--- src/rtl/sm_fifo_pair_if.sv ---
// Host-side and machine-side signals of one PIO state machine's TX/RX FIFO pair.
// The master modport drives requests and data; the slave modport is the FIFO pair itself.
interface sm_fifo_pair_if #(
  parameter int WIDTH = 32,
  parameter int DEPTH = 4
);
  localparam int LW = $clog2(2 * DEPTH) + 1;

  logic [WIDTH-1:0] tx_wdata;
  logic             tx_wr;
  logic             tx_full;
  logic [LW-1:0]    tx_level;
  logic [WIDTH-1:0] rx_rdata;
  logic             rx_rd;
  logic             rx_empty;
  logic [LW-1:0]    rx_level;
  logic             mach_stb;
  logic             mach_pull;
  logic [WIDTH-1:0] mach_din;
  logic             mach_empty;
  logic             mach_push;
  logic [WIDTH-1:0] mach_dout;
  logic             mach_full;
  logic             join_tx;
  logic             join_rx;
  logic             flush;
  logic             flag_clr;
  logic             tx_over;
  logic             rx_under;
  logic             tx_stall;
  logic             rx_stall;

  modport master (
    output tx_wdata, tx_wr, rx_rd, mach_stb, mach_pull, mach_push, mach_dout,
           join_tx, join_rx, flush, flag_clr,
    input  tx_full, tx_level, rx_rdata, rx_empty, rx_level, mach_din, mach_empty,
           mach_full, tx_over, rx_under, tx_stall, rx_stall
  );

  modport slave (
    input  tx_wdata, tx_wr, rx_rd, mach_stb, mach_pull, mach_push, mach_dout,
           join_tx, join_rx, flush, flag_clr,
    output tx_full, tx_level, rx_rdata, rx_empty, rx_level, mach_din, mach_empty,
           mach_full, tx_over, rx_under, tx_stall, rx_stall
  );
endinterface

--- src/rtl/sm_fifo_pair.sv ---
// TX (host->machine) and RX (machine->host) FIFOs for one PIO state machine, sharing one
// 2*DEPTH storage array so either direction can be joined to take the full capacity.
module sm_fifo_pair #(
  parameter int WIDTH = 32,
  parameter int DEPTH = 4
) (
  input  logic          clk,
  input  logic          reset,
  sm_fifo_pair_if.slave bus
);
  localparam int CAP = 2 * DEPTH;
  localparam int AW  = $clog2(CAP);
  localparam int LW  = AW + 1;

  typedef enum logic [1:0] {
    MODE_SPLIT,
    MODE_JOIN_TX,
    MODE_JOIN_RX
  } mode_e;

  // TX owns storage [0, DEPTH), RX owns [DEPTH, CAP); a joined side addresses all of it.
  logic [WIDTH-1:0] mem [CAP];

  logic [AW-1:0] tx_wptr, tx_rptr, rx_wptr, rx_rptr;
  logic [LW-1:0] tx_cnt, rx_cnt;
  logic          join_tx_q, join_rx_q;
  logic          tx_over_q, rx_under_q, tx_stall_q, rx_stall_q;

  mode_e         mode;
  logic [LW-1:0] tx_cap, rx_cap;
  logic          tx_full_i, tx_empty_i, rx_full_i, rx_empty_i;
  logic          clear;
  logic          tx_push, tx_pop, rx_push, rx_pop;
  logic [AW-1:0] rx_waddr, rx_raddr;

  function automatic logic [AW-1:0] ptr_inc(input logic [AW-1:0] ptr, input logic [LW-1:0] cap);
    return ({1'b0, ptr} + LW'(1) == cap) ? '0 : ptr + AW'(1);
  endfunction

  always_comb begin
    mode = MODE_SPLIT;
    if (join_tx_q)      mode = MODE_JOIN_TX;
    else if (join_rx_q) mode = MODE_JOIN_RX;
  end

  // A disabled side gets capacity 0, which makes it read as both full and empty.
  always_comb begin
    tx_cap = LW'(DEPTH);
    rx_cap = LW'(DEPTH);
    unique case (mode)
      MODE_JOIN_TX: begin tx_cap = LW'(CAP); rx_cap = '0;       end
      MODE_JOIN_RX: begin tx_cap = '0;       rx_cap = LW'(CAP); end
      default:      ;
    endcase
  end

  assign tx_full_i  = (tx_cnt == tx_cap);
  assign tx_empty_i = (tx_cnt == '0);
  assign rx_full_i  = (rx_cnt == rx_cap);
  assign rx_empty_i = (rx_cnt == '0);

  // A join change re-maps the storage, so it empties both FIFOs just like flush.
  assign clear = bus.flush | (bus.join_tx != join_tx_q) | (bus.join_rx != join_rx_q);

  // Full/empty come from the current level only: a same-cycle pop never makes room.
  assign tx_push = bus.tx_wr & ~tx_full_i & ~clear;
  assign tx_pop  = bus.mach_stb & bus.mach_pull & ~tx_empty_i & ~clear;
  assign rx_push = bus.mach_stb & bus.mach_push & ~rx_full_i & ~clear;
  assign rx_pop  = bus.rx_rd & ~rx_empty_i & ~clear;

  assign rx_waddr = rx_wptr + AW'(DEPTH);
  assign rx_raddr = rx_rptr + AW'(DEPTH);

  // NOTE: sequential state uses non-blocking assignments so every register samples pre-edge values.
  always_ff @(posedge clk) begin
    if (reset) begin
      tx_wptr    <= '0;
      tx_rptr    <= '0;
      rx_wptr    <= '0;
      rx_rptr    <= '0;
      tx_cnt     <= '0;
      rx_cnt     <= '0;
      join_tx_q  <= 1'b0;
      join_rx_q  <= 1'b0;
      tx_over_q  <= 1'b0;
      rx_under_q <= 1'b0;
      tx_stall_q <= 1'b0;
      rx_stall_q <= 1'b0;
    end else begin
      join_tx_q <= bus.join_tx;
      join_rx_q <= bus.join_rx;

      if (clear) begin
        tx_wptr <= '0;
        tx_rptr <= '0;
        rx_wptr <= '0;
        rx_rptr <= '0;
        tx_cnt  <= '0;
        rx_cnt  <= '0;
      end else begin
        if (tx_push) tx_wptr <= ptr_inc(tx_wptr, tx_cap);
        if (tx_pop)  tx_rptr <= ptr_inc(tx_rptr, tx_cap);
        if (rx_push) rx_wptr <= ptr_inc(rx_wptr, rx_cap);
        if (rx_pop)  rx_rptr <= ptr_inc(rx_rptr, rx_cap);
        tx_cnt <= tx_cnt + LW'(tx_push) - LW'(tx_pop);
        rx_cnt <= rx_cnt + LW'(rx_push) - LW'(rx_pop);
      end

      // Clear wins over a same-cycle set.
      if (bus.flag_clr) begin
        tx_over_q  <= 1'b0;
        rx_under_q <= 1'b0;
        tx_stall_q <= 1'b0;
        rx_stall_q <= 1'b0;
      end else begin
        if (bus.tx_wr & tx_full_i)                    tx_over_q  <= 1'b1;
        if (bus.rx_rd & rx_empty_i)                   rx_under_q <= 1'b1;
        if (bus.mach_stb & bus.mach_pull & tx_empty_i) tx_stall_q <= 1'b1;
        if (bus.mach_stb & bus.mach_push & rx_full_i)  rx_stall_q <= 1'b1;
      end
    end
  end

  // NOTE: storage has no reset; the level counters alone decide which entries are valid.
  always_ff @(posedge clk) begin
    if (tx_push) mem[tx_wptr]  <= bus.tx_wdata;
    if (rx_push) mem[rx_waddr] <= bus.mach_dout;
  end

  assign bus.tx_full    = tx_full_i;
  assign bus.tx_level   = tx_cnt;
  assign bus.mach_empty = tx_empty_i;
  assign bus.mach_din   = tx_empty_i ? '0 : mem[tx_rptr];
  assign bus.mach_full  = rx_full_i;
  assign bus.rx_empty   = rx_empty_i;
  assign bus.rx_level   = rx_cnt;
  assign bus.rx_rdata   = rx_empty_i ? '0 : mem[rx_raddr];
  assign bus.tx_over    = tx_over_q;
  assign bus.rx_under   = rx_under_q;
  assign bus.tx_stall   = tx_stall_q;
  assign bus.rx_stall   = rx_stall_q;
endmodule

--- src/flat_wrapper.sv ---
// flat-port wrapper written by rule: the top's interface ports become plain ports
module sm_fifo_pair_flat 
#(
  parameter int WIDTH = 32,
  parameter int DEPTH = 4
)
  (clk, reset, bus_tx_wdata, bus_tx_wr, bus_rx_rd, bus_mach_stb, bus_mach_pull, bus_mach_push, bus_mach_dout, bus_join_tx, bus_join_rx, bus_flush, bus_flag_clr, bus_tx_full, bus_tx_level, bus_rx_rdata, bus_rx_empty, bus_rx_level, bus_mach_din, bus_mach_empty, bus_mach_full, bus_tx_over, bus_rx_under, bus_tx_stall, bus_rx_stall);
  sm_fifo_pair_if #(.WIDTH(WIDTH), .DEPTH(DEPTH)) bus_i ();
  input  logic clk;
  input  logic reset;
  input wire logic [$bits(bus_i.tx_wdata)-1:0] bus_tx_wdata;
  input wire logic [$bits(bus_i.tx_wr)-1:0] bus_tx_wr;
  input wire logic [$bits(bus_i.rx_rd)-1:0] bus_rx_rd;
  input wire logic [$bits(bus_i.mach_stb)-1:0] bus_mach_stb;
  input wire logic [$bits(bus_i.mach_pull)-1:0] bus_mach_pull;
  input wire logic [$bits(bus_i.mach_push)-1:0] bus_mach_push;
  input wire logic [$bits(bus_i.mach_dout)-1:0] bus_mach_dout;
  input wire logic [$bits(bus_i.join_tx)-1:0] bus_join_tx;
  input wire logic [$bits(bus_i.join_rx)-1:0] bus_join_rx;
  input wire logic [$bits(bus_i.flush)-1:0] bus_flush;
  input wire logic [$bits(bus_i.flag_clr)-1:0] bus_flag_clr;
  output wire logic [$bits(bus_i.tx_full)-1:0] bus_tx_full;
  output wire logic [$bits(bus_i.tx_level)-1:0] bus_tx_level;
  output wire logic [$bits(bus_i.rx_rdata)-1:0] bus_rx_rdata;
  output wire logic [$bits(bus_i.rx_empty)-1:0] bus_rx_empty;
  output wire logic [$bits(bus_i.rx_level)-1:0] bus_rx_level;
  output wire logic [$bits(bus_i.mach_din)-1:0] bus_mach_din;
  output wire logic [$bits(bus_i.mach_empty)-1:0] bus_mach_empty;
  output wire logic [$bits(bus_i.mach_full)-1:0] bus_mach_full;
  output wire logic [$bits(bus_i.tx_over)-1:0] bus_tx_over;
  output wire logic [$bits(bus_i.rx_under)-1:0] bus_rx_under;
  output wire logic [$bits(bus_i.tx_stall)-1:0] bus_tx_stall;
  output wire logic [$bits(bus_i.rx_stall)-1:0] bus_rx_stall;
  assign bus_i.tx_wdata = bus_tx_wdata;
  assign bus_i.tx_wr = bus_tx_wr;
  assign bus_i.rx_rd = bus_rx_rd;
  assign bus_i.mach_stb = bus_mach_stb;
  assign bus_i.mach_pull = bus_mach_pull;
  assign bus_i.mach_push = bus_mach_push;
  assign bus_i.mach_dout = bus_mach_dout;
  assign bus_i.join_tx = bus_join_tx;
  assign bus_i.join_rx = bus_join_rx;
  assign bus_i.flush = bus_flush;
  assign bus_i.flag_clr = bus_flag_clr;
  assign bus_tx_full = bus_i.tx_full;
  assign bus_tx_level = bus_i.tx_level;
  assign bus_rx_rdata = bus_i.rx_rdata;
  assign bus_rx_empty = bus_i.rx_empty;
  assign bus_rx_level = bus_i.rx_level;
  assign bus_mach_din = bus_i.mach_din;
  assign bus_mach_empty = bus_i.mach_empty;
  assign bus_mach_full = bus_i.mach_full;
  assign bus_tx_over = bus_i.tx_over;
  assign bus_rx_under = bus_i.rx_under;
  assign bus_tx_stall = bus_i.tx_stall;
  assign bus_rx_stall = bus_i.rx_stall;
  sm_fifo_pair #(.WIDTH(WIDTH), .DEPTH(DEPTH)) u_core (.clk(clk), .reset(reset), .bus(bus_i));
endmodule
--- config.mk ---
export PLATFORM = sky130hd
export DESIGN_NAME = sm_fifo_pair_flat
export DESIGN_NICKNAME = d
export VERILOG_FILES = /design/src/rtl/sm_fifo_pair_if.sv /design/src/rtl/sm_fifo_pair.sv /design/src/flat_wrapper.sv
export SDC_FILE = /design/constraint.sdc
export NUM_CORES = 1
export LEC_CHECK = 0
export BUFFER_PORTS_ARGS = -buffer_cell sky130_fd_sc_hd__buf_2
export CAP_MARGIN = 20
export CELL_PAD_IN_SITES_DETAIL_PLACEMENT = 1
export CELL_PAD_IN_SITES_GLOBAL_PLACEMENT = 1
export CORE_UTILIZATION = 57
export CTS_BUF_LIST = sky130_fd_sc_hd__clkbuf_8
export DETAILED_ROUTE_END_ITERATION = 8
export PLACE_DENSITY_LB_ADDON = 0.2
export SYNTH_ARGS = -nofsm -noshare
export SYNTH_HDL_FRONTEND = slang
export SYNTH_SLANG_ARGS = --single-unit
--- constraint.sdc ---
create_clock -name clk -period 12.6 [get_ports clk]
set_clock_uncertainty 0.2 [all_clocks]
set_input_delay 1.89 -clock clk [delete_from_list [all_inputs] [get_ports clk]]
set_output_delay 1.89 -clock clk [all_outputs]
set_load 0.02 [all_outputs]
==> reports/summary.txt, run 1 <==
Status: complete, no violations
Hold Vio Cnt, Final: 0
First-pass GRT wire length: 67.3 mm
Crit path DAT: 3.24 ns
Adder-Cell Fraction of Synth Area: 1.30%
Crit share post-route: 42.3%
CP Depth: 5
R2r worst-path depth: 5
Leading area contributor after synthesis: edfxtp_1
Main combinational cell family by area after synthesis: multiplexers
Mapped Avg Cell Area: 16.0 um2
Max Fclk: 0.187 GHz
Die Span X: 172 um
CP bufs+invs: 2
Yosys cell types: 47
Drc violations: 0
XOR/XNOR Fraction of Synth Area: 0.476%
Die Y: 172 um
Multi-input gate area: 7840 um2
Pins Over Slew Limit: 0
Antenna viol nets, final: 0
Worst hold path cell count: 1
RePlAce Congestion: 0.749
Clock Path Buffers: 3
CTS Sinks: 285
Drt wl/cell: 27.8 um
Register area share after synthesis: 50.0%
Max cap viols: 0
Reg area: 8280 um2
P_sw: 442 uW
Setup TNS: 0 ns
Post-placement cell count: 1525
Sw Ratio: 23.3%
Crit start category: flip-flop
CP peak stage delay: 0.85 ns
Initial antenna violation count: 0
Worst Max-Slew Pin Slew: 1.06 ns
Fillcell total: 2621
Most common cell in the netlist: mux2_2
Worst Setup End Kind: output pin
Root Buffer: clkbuf_8
Crit Path Category: reg2out
Final core occ: 64.7%
Clock share of power: 39.5%
Initial Utilization: 57.8%
Post-CTS Resized: 0
Layout cells sized above 1: 52.8%
Final non-filler cell total: 1616
GRT Total Usage: 31.3%
Syn. warnings: 0
Fin nets: 1284
H-tree levels: 2
Die area: 29700 um2
P_int: 1450 uW
Count of final setup violators: 0
Cells taking the most area after synthesis: edfxtp_1 46%, mux2_2 18%, mux4_2 17%
DR vias/cell: 6.47
Drt first-iter violations: 917
Top delay family on crit path: buffers and inverters
Mapped Nets: 1127
Largest net degree at the start of global routing: 56
#FFs+latches synth: 285
Ant. Diodes: 0
Slew HR: 29.1%
CP cell instances: buf_4, mux4_2, mux2i_1, nor2_1, buf_2
Vias in the first global route: 11400
Clock Latency Late Sink: 0.57 ns
Slowest CP cell: buf_4
TritonCTS Buffers: 48
Worst hold slack: 0.281 ns
Post-synth EDFFs: 256
CTS tree: yes
Core Region: 28600 um2
1st-pass router iterations: 5
Crit Path Max Fanout: 46
Cell Pwr Density: 102 nW/um2
Flop pwr share: 54.7%
RSZ-0062 raised after global routing: no
Post-detail-place hpwl: 27.0 mm
Std cell rows: 62
CP Data Required Time: 10.51 ns
Synth Area in Compound Gates: 1.28%
Mapped Cells: 1036
Synth top cells by count: 258 x mux2_2, 256 x edfxtp_1, 128 x mux4_2
Post-synth ARST share: 0%
Worst-path clk slew: 0.06 ns
Mux contribution to synthesized area: 39.3%
Detailed Route WL: 44.9 mm
Post-synthesis simple-gate area fraction: 4.39%
Port buffer count: 154
Comb pwr share: 5.8%
Worst Hold Class: reg2reg
Setup bufs post-CTS: 0
Worst VDD drop: 78.2 uV
Cell area after synthesis: 16500 um2
Fin crit period: 5.33 ns
Area share of the largest cell type after synthesis: 46.5%
Layout area overhead: 11.9%
CTS hold repair buffers: 0
Via count: 10500
Leakage: 0.00636 uW
Primary FF master, synth: edfxtp_1
Num ports: 155
Congestion Overflow GR: 0
-- layer usage --
metal / GRT usage (%) / share of wire [%] / vias up
li1: - / - / 4489
met1: 38.9 / 39 / 5459
met2: 55.9 / 52 / 422
met3: 4.37 / 6.1 / 89
met4: 10.8 / 2.8 / 0
met5: 0 / 0 / -
-- worst paths after layout --
check | start | slack, ns | endpoint
worst min-delay path | u_core.bus.rx_stall$_SDFFE_PP0P_ | 0.28 | u_core.bus.rx_stall$_SDFFE_PP0P_
worst max-delay path | u_core.rx_rptr[0]$_SDFFE_PP0P_ | 7.27 | bus_rx_rdata[0]
worst min register to register | u_core.bus.rx_stall$_SDFFE_PP0P_ | 0.28 | u_core.bus.rx_stall$_SDFFE_PP0P_
worst max register to register | u_core.join_tx_q$_SDFF_PP0_ | 8.87 | u_core.mem[0][16]$_DFFE_PP_
-- per-stage QoR --
stage / cell area, um2 / total power [uW] / setup slack, ns
CTS: 18500 / 1900 / 7.18
global route: 18500 / 1950 / 7.01
global placement: 17600 / 1160 / 7.46
floorplan: 16500 / 1120 / 6.77
finish: 18500 / 1900 / 7.27
detailed placement: 17600 / 1160 / 7.37
-- worst reg2reg max path, stage by stage, from the launching register on --
cell and delay (ns):
dfxtp_1 0.57, xor2_1 0.25, nor4_4 0.69, and4b_2 1.03, o21bai_4 0.42, buf_12 0.25
-- power by group through the flow --
stage	registers (uW)	logic, uW	clock network (uW)
after floorplan	1060	59.9	0
after global placement	1060	101	0
after detailed placement	1060	107	0
after CTS	1040	109	759
after global routing	1040	118	797
final	1040	110	748
-- state kept, by name (all words and copies together) (netlist names), named ones only --
register / cells
u_core.mem: 256
u_core.bus.rx_level: 4
u_core.bus.tx_level: 4
u_core.rx_rptr: 3
u_core.rx_wptr: 3
u_core.tx_rptr: 3
u_core.tx_wptr: 3
u_core.bus.rx_stall: 1
u_core.bus.rx_under: 1
u_core.bus.tx_over: 1
u_core.bus.tx_stall: 1
u_core.join_rx_q: 1
u_core.join_tx_q: 1
-- cells in the final DEF, fill, tap and decap left out, drive strengths merged, types with 4 or more instances in the layout --
| cell | n |
|---|---|
| nand4 | 5 |
| inv | 38 |
| or3 | 5 |
| xnor2 | 4 |
| nor3 | 4 |
| dfxtp | 29 |
| buf | 181 |
| nor2 | 81 |
| nand3 | 7 |
| edfxtp | 256 |
| xor2 | 5 |
| nor2b | 5 |
| o21ai | 13 |
| nand2 | 16 |
| clkinv | 18 |
| mux4 | 128 |
| mux2 | 258 |
| a21oi | 7 |
| ha | 14 |
| clkbuf | 50 |
| mux2i | 71 |
-- cells by family after synthesis --
group	count (synthesis)
adder cells (fa/ha/maj)	16
multiplexers	457
buffers and inverters	91
flip-flops	285
AND/OR/NAND/NOR	144
AO/OA/AOI/OAI	34
XOR/XNOR	9
-- layout make-up --
class / count / share of cell area [%]
Clock buffer: 50 / 3.72
Clock inverter: 39 / 0.845
Tap cell: 384 / 2.59
Timing Repair Buffer: 181 / 5.43
Sequential cell: 285 / 44.7
Multi-Input combinational cell: 660 / 42.4
Inverter: 17 / 0.345
Note: power is estimated with default switching activity, not from simulation.
==> inputs of run 2 (changes only) <==
--- a/config.mk
+++ b/config.mk
@@ -9,7 +9,7 @@
 export CAP_MARGIN = 20
 export CELL_PAD_IN_SITES_DETAIL_PLACEMENT = 1
 export CELL_PAD_IN_SITES_GLOBAL_PLACEMENT = 1
-export CORE_UTILIZATION = 57
+export CORE_UTILIZATION = 47
 export CTS_BUF_LIST = sky130_fd_sc_hd__clkbuf_8
 export DETAILED_ROUTE_END_ITERATION = 8
 export PLACE_DENSITY_LB_ADDON = 0.2
==> constraint.sdc (replaced) <==
create_clock -name clk -period 4.5 [get_ports clk]
set_clock_uncertainty 0.2 [all_clocks]
set_input_delay 0.675 -clock clk [delete_from_list [all_inputs] [get_ports clk]]
set_output_delay 0.675 -clock clk [all_outputs]
set_load 0.02 [all_outputs]
==> run 2 against run 1 <==
  * Sequential share of layout area down 0.83 points
  * Critical endpoint is now u_core.mem[6][29]$_DFFE_PP_
  * Wire length up 2.5%
  * Register-to-register slack worse by 8.0 ns
  * Non-clock buffer count up 14
==> reports/summary.txt, run 2 (synthesized netlist as in run 1, its figures left out) <==
RePlAce Congestion: 0.752
Crit start category: flip-flop
Layout cells sized above 1: 53.5%
Die area: 36000 um2
Setup TNS: 0 ns
GR peak layer: met2
Pins Over Slew Limit: 0
Grt met3 use: 3.69%
H-tree levels: 2
Worst hold slack: 0.118 ns
CTS hold repair buffers: 0
Reg-to-reg endpoint: u_core.mem[6][29]$_DFFE_PP_
Slowest CP cell: nor4_4
Count of final setup violators: 0
Initial antenna violation count: 4
CP peak stage delay: 0.70 ns
CP cell instances: xor2_1, nor4_4, nand4b_2, o21ai_4, buf_4
Vias in the first global route: 11200
Post-detail-place hpwl: 28.8 mm
CP Data Required Time: 4.54 ns
Clock Path Buffers: 3
GR Util met1: 34.4%
GRT Total Usage: 26.0%
Fin nets: 1300
Worst Hold Class: in2reg
First-pass GRT wire length: 69.3 mm
GR Util met2: 45.0%
Worst R2R Setup Slack: 0.87 ns
Worst-path clk slew: 0.06 ns
Worst Max-Slew Pin Slew: 1.03 ns
Largest net degree at the start of global routing: 65
Status: complete, no violations
CTS tree: yes
Commonest non-fill, non-tap cells in the layout: 258 x mux2_2, 256 x edfxtp_1, 154 x buf_2
Worst VDD drop: 211 uV
Crit Path Max Fanout: 19
Die Y: 190 um
Crit path DAT: 3.67 ns
Drt wl/cell: 27.0 um
Hold Path Origin: bus_flag_clr
Layout area overhead: 14.0%
Final non-filler cell total: 1706
Post-CTS Resized: 0
Detailed Route WL: 46.1 mm
Final Cell Area: 18900 um2
Setup bufs post-CTS: 0
Post-placement cell count: 1611
Top delay family on crit path: simple AND/OR/NAND/NOR gates
Worst Setup End Kind: flip-flop
DR vias/cell: 6.09
Drc violations: 0
Leakage: 0.00647 uW
Max Fclk: 0.275 GHz
Fin crit period: 3.63 ns
Root Buffer: clkbuf_8
R2r worst-path depth: 5
Hold EP: u_core.bus.rx_under$_SDFFE_PP0P_
Crit Path Category: reg2reg
R2r startpoint: u_core.join_rx_q$_SDFF_PP0_
Largest register FFs: 256
CP bufs+invs: 1
Final core occ: 54.5%
CTS Sinks: 285
Slew HR: 31.3%
Max cap viols: 0
Congestion Overflow GR: 0
Via count: 10400
Port buffer count: 154
Die Span X: 190 um
Antenna viol nets, final: 0
Top reg by flops: u_core.mem
Std cell rows: 68
Cell Pwr Density: 284 nW/um2
Worst hold path cell count: 2
Crit share post-route: 80.7%
Commonest non-fill, non-tap cell in the layout: mux2_2
Clock Latency Late Sink: 0.57 ns
Placed Area: 18000 um2
Core Region: 34600 um2
Hold Vio Cnt, Final: 0
1st-pass router iterations: 4
RSZ-0062 raised after global routing: no
TritonCTS Buffers: 50
Drt first-iter violations: 692
Num ports: 155
Initial Utilization: 47.8%
-- run 2: layout make-up --
type	instances	area [um2]
antenna	3	7.51
multi-input combinational	660	7840
clock inverter	38	151
sequential	285	8280
fill	3316	15800
clock buffer	53	729
tap	455	569
inverter	17	63.8
timing repair buffer	195	1220
-- run 2: worst max path at each step --
stage	from	to	cells after the start
detailed placement	bus_join_rx	u_core.mem[6][29]$_DFFE_PP_	6
global route	u_core.join_tx_q$_SDFF_PP0_	u_core.mem[6][0]$_DFFE_PP_	5
floorplan	bus_join_rx	u_core.mem[4][0]$_DFFE_PP_	4
global placement	bus_join_rx	u_core.mem[6][29]$_DFFE_PP_	6
finish	u_core.join_rx_q$_SDFF_PP0_	u_core.mem[6][29]$_DFFE_PP_	5
CTS	u_core.join_rx_q$_SDFF_PP0_	u_core.mem[6][22]$_DFFE_PP_	5
-- run 2: routing by layer --
metal	routed length (um)	up-vias
met5	13	-
met1	19700	5491
li1	-	4541
met2	23400	283
met3	2060	69
met4	919	2
-- run 2: per-stage QoR --
stage	setup slack (ns)	total power, uW
final	0.869	5360
after global routing	0.621	5540
after CTS	0.794	5420
after detailed placement	0.532	3260
after global placement	0.613	3250
after floorplan	-0.112	3130
-- run 2: worst register-to-register path: cells and delay by family, from the launching register on --
kind	cells	cell delay [ns]
simple gates	2	1.35
xor+xnor	1	0.22
compound gates	1	0.58
buf+inv	1	0.44
flops	1	0.51
-- run 2: where the power goes --
group	internal, uW	total (uW)	leakage [uW]	switching (uW)
Sequential	2900	2900	0.00254	8.24
Clock	1080	2160	0.000513	1080
Combinational	147	299	0.00342	153
Total	4120	5360	0.00647	1240
